## config.mk

```make
export PLATFORM = sky130hd
export DESIGN_NAME = ftq_redirect_ctrl
export DESIGN_NICKNAME = d
export VERILOG_FILES = /design/src/rtl/ftq_redirect_ctrl_pkg.sv /design/src/rtl/ftq_age_compare.sv /design/src/rtl/ftq_redirect_ctrl.sv
export SDC_FILE = /design/constraint.sdc
export NUM_CORES = 1
export LEC_CHECK = 0
export CAP_MARGIN = 20
export CELL_PAD_IN_SITES_DETAIL_PLACEMENT = 1
export CELL_PAD_IN_SITES_GLOBAL_PLACEMENT = 1
export CORE_ASPECT_RATIO = 2
export CORE_MARGIN = 8
export CORE_UTILIZATION = 30
export CTS_CLUSTER_DIAMETER = 200
export CTS_CLUSTER_SIZE = 40
export DETAILED_ROUTE_END_ITERATION = 16
export PLACE_DENSITY = 0.81
export SYNTH_ARGS = -nofsm -noshare
export SYNTH_HDL_FRONTEND = slang
export SYNTH_SLANG_ARGS = --single-unit
```

## constraint.sdc

```tcl
create_clock -name clk -period 5.4 [get_ports clk]
set_input_delay 1.62 -clock clk [delete_from_list [all_inputs] [get_ports clk]]
set_output_delay 1.62 -clock clk [all_outputs]
set_load 0.05 [all_outputs]
```

## src/rtl/ftq_redirect_ctrl_pkg.sv

```systemverilog
// Shared frontend redirect types: FTQ geometry, redirect source/class,
// redirect request bundle and the redirect sequencer state encoding.
// Pure declarations, no logic; imported by the redirect controller and its bench.
package ftq_redirect_ctrl_pkg;

    // FTQ geometry as seen by the whole frontend (core_config side).
    localparam int FRONTEND_FTQ_SIZE   = 8;
    localparam int FRONTEND_PTR_W      = $clog2(FRONTEND_FTQ_SIZE);
    localparam int FRONTEND_ADDR_WIDTH = 32;

    // Which requester produced the surviving flush; selects the FTQ flush class.
    typedef enum logic {
        SRC_BACKEND = 1'b0,
        SRC_IFU     = 1'b1
    } redirect_src_e;

    // One redirect request as presented by a flush source.
    typedef struct packed {
        logic                           valid;
        logic [FRONTEND_PTR_W-1:0]      ftq_id;
        logic [FRONTEND_ADDR_WIDTH-1:0] target;
    } ftq_redirect_req_t;

    // Redirect sequencer: waiting, issuing the flush pulse, refilling.
    typedef enum logic [1:0] {
        IDLE    = 2'd0,
        FLUSH   = 2'd1,
        RECOVER = 2'd2
    } redirect_state_e;

endpackage : ftq_redirect_ctrl_pkg

```

## src/rtl/ftq_age_compare.sv

```systemverilog
// Purpose: decide which of two FTQ ids is older relative to the commit pointer.
// Latency: purely combinational, zero cycles.
// Backpressure: none; no handshake, result is valid whenever inputs are.
//
// Ports:
//   comm_ptr_i   : FTQ commit pointer, the age base
//   id_a_i       : first FTQ id (wins ties)
//   id_b_i       : second FTQ id
//   older_is_a_o : 1 when id_a_i is older than or as old as id_b_i
module ftq_age_compare #(
    parameter int PTR_W = 3
) (
    input  logic [PTR_W-1:0] comm_ptr_i,
    input  logic [PTR_W-1:0] id_a_i,
    input  logic [PTR_W-1:0] id_b_i,
    output logic             older_is_a_o
);

    logic [PTR_W-1:0] age_a;
    logic [PTR_W-1:0] age_b;

    // Subtraction at PTR_W bits wraps modulo the (power-of-two) FTQ size,
    // so an id just behind the commit pointer reads as the youngest entry.
    assign age_a = id_a_i - comm_ptr_i;
    assign age_b = id_b_i - comm_ptr_i;

    // Equal age means the same FTQ entry; a is preferred so callers can put
    // the authoritative source on port a.
    assign older_is_a_o = (age_a <= age_b);

endmodule : ftq_age_compare

```

## src/rtl/ftq_redirect_ctrl.sv

```systemverilog
// Purpose: arbitrate backend/IFU redirects by FTQ age, pulse one flush to FTQ+BPU, then stall the frontend.
// Latency: request accepted in cycle N produces the flush pulse in N+1; stall spans 1+RECOVER_CYCLES cycles.
// Backpressure: none accepted from requesters; losing or late IFU requests are dropped, backend preempts.
//
// Optional build macro FTQ_REDIRECT_PERF_EN adds four saturating 32-bit
// performance counters (backend pulses, IFU pulses, IFU drops, stall cycles).
//
// Ports:
//   clk, rst_n                 : clock, synchronous active-low reset
//   comm_ptr_i                 : FTQ commit pointer (age base)
//   backend_flush_*_i          : backend redirect request (valid, FTQ id, target PC)
//   ifu_flush_*_i              : IFU predecoder redirect request (valid, FTQ id, target PC)
//   ftq_backend_flush_o        : one-cycle backend-class flush pulse to FTQ
//   ftq_ifu_flush_o            : one-cycle IFU-class flush pulse to FTQ
//   ftq_flush_ftq_id_o         : FTQ id of the latched flush
//   bpu_redirect_valid_o       : one-cycle BPU redirect
//   bpu_redirect_pc_o          : redirect PC of the latched flush
//   frontend_stall_o           : holds BPU P0 / IFU accept during flush and recovery
//   busy_o                     : sequencer not idle
//   perf_*_o (macro only)      : saturating event counters
module ftq_redirect_ctrl
    import ftq_redirect_ctrl_pkg::*;
#(
    parameter int FTQ_SIZE       = FRONTEND_FTQ_SIZE,
    parameter int ADDR_WIDTH     = FRONTEND_ADDR_WIDTH,
    parameter int RECOVER_CYCLES = 2,
    localparam int PTR_W         = $clog2(FTQ_SIZE)
) (
    input  logic                  clk,
    input  logic                  rst_n,
    input  logic [PTR_W-1:0]      comm_ptr_i,
    input  logic                  backend_flush_valid_i,
    input  logic [PTR_W-1:0]      backend_flush_ftq_id_i,
    input  logic [ADDR_WIDTH-1:0] backend_flush_target_i,
    input  logic                  ifu_flush_valid_i,
    input  logic [PTR_W-1:0]      ifu_flush_ftq_id_i,
    input  logic [ADDR_WIDTH-1:0] ifu_flush_target_i,
    output logic                  ftq_backend_flush_o,
    output logic                  ftq_ifu_flush_o,
    output logic [PTR_W-1:0]      ftq_flush_ftq_id_o,
    output logic                  bpu_redirect_valid_o,
    output logic [ADDR_WIDTH-1:0] bpu_redirect_pc_o,
    output logic                  frontend_stall_o,
`ifdef FTQ_REDIRECT_PERF_EN
    output logic                  busy_o,
    output logic [31:0]           perf_backend_flush_cnt_o,
    output logic [31:0]           perf_ifu_flush_cnt_o,
    output logic [31:0]           perf_ifu_drop_cnt_o,
    output logic [31:0]           perf_stall_cycles_o
`else
    output logic                  busy_o
`endif
);

    // Recovery counter is 4 bits wide: RECOVER_CYCLES is limited to 1..15.
    localparam logic [3:0] RECOVER_LOAD = 4'(RECOVER_CYCLES - 1);

    // ------------------------------------------------------------------
    // State
    // ------------------------------------------------------------------
    redirect_state_e       state_q, state_d;
    logic [3:0]            cnt_q,   cnt_d;
    redirect_src_e         src_q,   src_d;
    logic [PTR_W-1:0]      id_q,    id_d;
    logic [ADDR_WIDTH-1:0] pc_q,    pc_d;

    // ------------------------------------------------------------------
    // Candidate selection
    // ------------------------------------------------------------------
    logic backend_older;
    logic ifu_cand;
    logic backend_wins;
    logic ifu_wins;

    // Backend sits on port a so an equal-age tie goes to the backend.
    ftq_age_compare #(
        .PTR_W (PTR_W)
    ) u_age_compare (
        .comm_ptr_i   (comm_ptr_i),
        .id_a_i       (backend_flush_ftq_id_i),
        .id_b_i       (ifu_flush_ftq_id_i),
        .older_is_a_o (backend_older)
    );

    // Once a flush is in flight the IFU's block lies on a squashed path,
    // so its requests only count while the sequencer is idle.
    assign ifu_cand     = ifu_flush_valid_i && (state_q == IDLE);
    assign backend_wins = backend_flush_valid_i && (!ifu_cand || backend_older);
    assign ifu_wins     = ifu_cand && !backend_wins;

    // ------------------------------------------------------------------
    // Next state
    // ------------------------------------------------------------------
    always_comb begin
        state_d = state_q;
        cnt_d   = cnt_q;
        src_d   = src_q;
        id_d    = id_q;
        pc_d    = pc_q;

        if (backend_wins) begin
            // A backend redirect is authoritative even mid-recovery: no age
            // check against the flush already in progress, window restarts.
            state_d = FLUSH;
            src_d   = SRC_BACKEND;
            id_d    = backend_flush_ftq_id_i;
            pc_d    = backend_flush_target_i;
        end else if (ifu_wins) begin
            state_d = FLUSH;
            src_d   = SRC_IFU;
            id_d    = ifu_flush_ftq_id_i;
            pc_d    = ifu_flush_target_i;
        end else begin
            unique case (state_q)
                IDLE: begin
                    state_d = IDLE;
                end
                FLUSH: begin
                    state_d = RECOVER;
                    cnt_d   = RECOVER_LOAD;
                end
                RECOVER: begin
                    if (cnt_q == 4'd0) begin
                        state_d = IDLE;
                    end else begin
                        cnt_d = cnt_q - 4'd1;
                    end
                end
                default: begin
                    state_d = IDLE;
                    cnt_d   = 4'd0;
                end
            endcase
        end
    end

    always_ff @(posedge clk) begin
        if (!rst_n) begin
            state_q <= IDLE;
            cnt_q   <= 4'd0;
            src_q   <= SRC_BACKEND;
            id_q    <= '0;
            pc_q    <= '0;
        end else begin
            state_q <= state_d;
            cnt_q   <= cnt_d;
            src_q   <= src_d;
            id_q    <= id_d;
            pc_q    <= pc_d;
        end
    end

    // ------------------------------------------------------------------
    // Outputs: all decoded from registers, so the pulse is glitch-free and
    // exactly one cycle long (FLUSH never persists without a new request).
    // ------------------------------------------------------------------
    assign ftq_backend_flush_o  = (state_q == FLUSH) && (src_q == SRC_BACKEND);
    assign ftq_ifu_flush_o      = (state_q == FLUSH) && (src_q == SRC_IFU);
    assign bpu_redirect_valid_o = (state_q == FLUSH);
    assign ftq_flush_ftq_id_o   = id_q;
    assign bpu_redirect_pc_o    = pc_q;
    assign frontend_stall_o     = (state_q != IDLE);
    assign busy_o               = (state_q != IDLE);

`ifdef FTQ_REDIRECT_PERF_EN
    // ------------------------------------------------------------------
    // Performance counters (saturating)
    // ------------------------------------------------------------------
    logic        ifu_drop;
    logic [31:0] perf_bk_q, perf_ifu_q, perf_drop_q, perf_stall_q;

    // Dropped = presented but not selected, whether it lost arbitration
    // or arrived while a flush was in flight.
    assign ifu_drop = ifu_flush_valid_i && !ifu_wins;

    always_ff @(posedge clk) begin
        if (!rst_n) begin
            perf_bk_q    <= '0;
            perf_ifu_q   <= '0;
            perf_drop_q  <= '0;
            perf_stall_q <= '0;
        end else begin
            if (ftq_backend_flush_o && (perf_bk_q != '1)) begin
                perf_bk_q <= perf_bk_q + 32'd1;
            end
            if (ftq_ifu_flush_o && (perf_ifu_q != '1)) begin
                perf_ifu_q <= perf_ifu_q + 32'd1;
            end
            if (ifu_drop && (perf_drop_q != '1)) begin
                perf_drop_q <= perf_drop_q + 32'd1;
            end
            if (frontend_stall_o && (perf_stall_q != '1)) begin
                perf_stall_q <= perf_stall_q + 32'd1;
            end
        end
    end

    assign perf_backend_flush_cnt_o = perf_bk_q;
    assign perf_ifu_flush_cnt_o     = perf_ifu_q;
    assign perf_ifu_drop_cnt_o      = perf_drop_q;
    assign perf_stall_cycles_o      = perf_stall_q;
`endif

endmodule : ftq_redirect_ctrl
```

==> impl_metrics.tcl <==
set metrics [dict create \
    cp.required_ns 5.61 \
    rr_endpoint "bpu_redirect_pc_o[1]" \
    p_leak_nw 1.32 \
    holdPathStages 2 \
    first_pass_iters 4 \
    max-slew-margin-rel_pct 30.6 \
    max_freq_mhz 234 \
    diodes 0 \
    nFillCells 915 \
    viasPerCell 5.49 \
    status "finished clean" \
    worstPathArrival_ns 4.49 \
    post-route-min-period_ns 4.28 \
    yosys_warnings 0 \
    synth.net_count 365 \
    clockBufferDepth 2 \
    layout.nets 466 \
    wl_per_cell_um 20.2 \
    synth-seq-area-share_pct 36.1 \
    row_count 45 \
    path_cells "clkdlybuf4s50_1, ha_1, inv_1, fa_1, xor2_1, xnor2_1, ha_1, and3b_4, o211ai_4, buf_4, a31oi_1, a21oi_1" \
    cts_buffers 5 \
    num_vias 2585 \
    synth_edf_count 0 \
    cts_tree "done" \
    hold-path-endpoint "state_q[0]" \
    path_delay_family "buffers and inverters" \
    netlist_area_um2 2330 \
    io_pins 117 \
    grt_pass1_vias 2945 \
    cpMaxStageDelayCell "clkdlybuf4s50_1" \
    ys_ff_latch 42 \
    clock_skew_ns 0.00207 \
    ff2ff_setup_slack_ns 3.46 \
    routed_wl_um 9520 \
    clk_latency_ns 0.29 \
    r2r_cells 7 \
    cts_hold_buf 0 \
    rsz0062_at_grt "false" \
    critPathKind "in -> reg" \
    area_growth_pct 55.0 \
    die_x_um 78.3 \
    ant_nets 0 \
    setup_violations 0 \
    dieArea_um2 11000 \
    finalCritPeriodShare_pct 79.3 \
    hold_start "state_q[0]" \
    cts_sinks 42 \
    reg2reg_from "state_q[1]" \
    crit_fanout 36 \
    drive_above_1_share_pct 6.90 \
    root_buffer "clkbuf_16" \
    hpwlAfterDp_um 6930 \
    end_kind "flop" \
    antenna_found_initial 0 \
    synthCells 276 \
    crit_buf_inv 3 \
    grt_max_degree 37 \
    slew_viol_final 0 \
    yosysUniqueCellTypes 40 \
    start_util_pct 30.9 \
    final.setup.worst_slack_ns 1.12 \
    die_h_um 141 \
    grt_pass1_wl_um 15200 \
    drt-initial-drc-count 121 \
    overflow 0 \
    ir_worst_vdd_mv 0.155 \
    synthFlopType "dfxtp_1" \
    finalHoldViolCount 0 \
    utilization_pct 47.9 \
    start_kind "input pin" \
    grt.total_usage_pct 17.4 \
    synthArstFlopShare_pct 0 \
    place_ws_ns 0.824 \
    post_cts_buffers 0 \
    place_congestion 0.776 \
    core_um2 7540 \
    clk_pin_slew_ns 0.06 \
    power.density_nw_per_um2 309 \
    setup_tns_ns 0 \
    cp_slowest_stage_delay_ns 0.49 \
    cts_resized 0 \
    synth.avg_cell_area_um2 8.45 \
    drc_errors 0 \
    worst_pin_slew_ns 1.04 \
    drv_cap 0 \
    crit_path_frequent_cell "ha_1" \
    hold_path.class "reg -> reg" \
    io_buffers 116 \
    htree_levels 2 \
]
[how the worst max path moves through the flow]
stage	startpoint	end	slack, ns	cells after the start
after floorplan	backend_flush_ftq_id_i[0]	bpu_redirect_pc_o[10]	1.68	12
after detailed placement	comm_ptr_i[0]	bpu_redirect_pc_o[11]	0.82	12
after global placement	ifu_flush_ftq_id_i[0]	bpu_redirect_pc_o[24]	0.90	12
after global routing	backend_flush_ftq_id_i[0]	bpu_redirect_pc_o[0]	0.90	13
after CTS	comm_ptr_i[0]	bpu_redirect_pc_o[11]	1.10	12
final	comm_ptr_i[0]	bpu_redirect_pc_o[11]	1.12	12
[cell usage after synthesis, types with 3 or more instances]
cell type / number / area [µm²]
o21ai_2: 3 / 26.3
clkbuf_1: 7 / 26.3
inv_1: 12 / 45.0
buf_6: 11 / 124
buf_2: 6 / 30.0
o21ai_1: 33 / 165
nor2_1: 3 / 11.3
ha_1: 10 / 125
o21ai_0: 37 / 185
a21oi_1: 38 / 190
a31oi_1: 36 / 225
nand2_1: 4 / 15.0
dfxtp_1: 42 / 841
[layout by cell type, fill, tap and decap left out, types with 3 or more instances in the layout]
cell	Yosys	routed
clkbuf_16	0	5
o21ai_0	37	37
a31oi_1	36	36
ha_1	10	10
inv_1	12	12
dfxtp_1	42	42
nor2_1	3	3
o21ai_1	33	33
a21oi_1	38	38
o21ai_2	3	3
buf_4	2	4
nand2_1	4	4
clkdlybuf4s50_1	0	116
[routing by layer]
metal / part of all wire (%) / vias to the layer above / routed length, µm / GRT usage, %
li1: - / 1206 / - / -
met4: 5.1 / 0 / 483 / 11.1
met5: 0 / - / 0 / 0
met3: 3.8 / 28 / 366 / 3.38
met1: 34 / 1264 / 3280 / 16.4
met2: 57 / 87 / 5390 / 32.4
[final cells by class]
type                       count  area, µm²  area share [%]
clock buffer                   6        139            3.84
multi-input combinational    195       1250            34.5
inverter                      13       48.8            1.35
clock inverter                 1       30.0           0.831
timing repair buffer         120       1190            33.0
tap                           94        118            3.25
sequential                    42        841            23.3
[tightest hold or removal path, delay by kind of cell (launching register included)]
| family | cells | cell delay, ns |
|---|---|---|
| flops | 1 | 0.32 |
| simple gates | 1 | 0.07 |
| compound gates | 1 | 0.06 |
[flip-flops by register name (all words and copies together) (netlist names)]
signal,count
bpu_redirect_pc_o,32
cnt_q,4
ftq_flush_ftq_id_o,3
src_q,1
state_q,2
[stage by stage]
| step | hold WS (ns) | std cells | power [W] | instance area [µm²] |
|---|---|---|---|---|
| 5_1_grt | 0.542 | 471 | 0.00117 | 3610 |
| 4_1_cts | 0.496 | 471 | 0.00113 | 3610 |
| 3_3_place_gp | 0.481 | 464 | 0.000764 | 3440 |
| 6_report | 0.506 | 471 | 0.00112 | 3610 |
| 3_5_place_dp | 0.487 | 464 | 0.000773 | 3440 |
| 2_1_floorplan | 0.465 | 276 | 0.000623 | 2330 |
[cell families after synthesis]
| logic type | synth area share (%) |
|---|---|
| AOI/OAI and AO/OA | 37.0 |
| xor gates and xnor gates | 1.50 |
| adders and majority gates | 7.09 |
| buffers and inverters | 10.5 |
| DFF | 36.1 |
| muxes | 0.912 |
| and+or+nand+nor | 6.92 |
[power by group]
| group | internal [W] | switching, W |
|---|---|---|
| combinational | 0.000159 | 0.000247 |
| clock | 0.000228 | 0.000123 |
| sequential | 0.000341 | 0.0000184 |
Note: power is estimated with default switching activity, not from simulation.
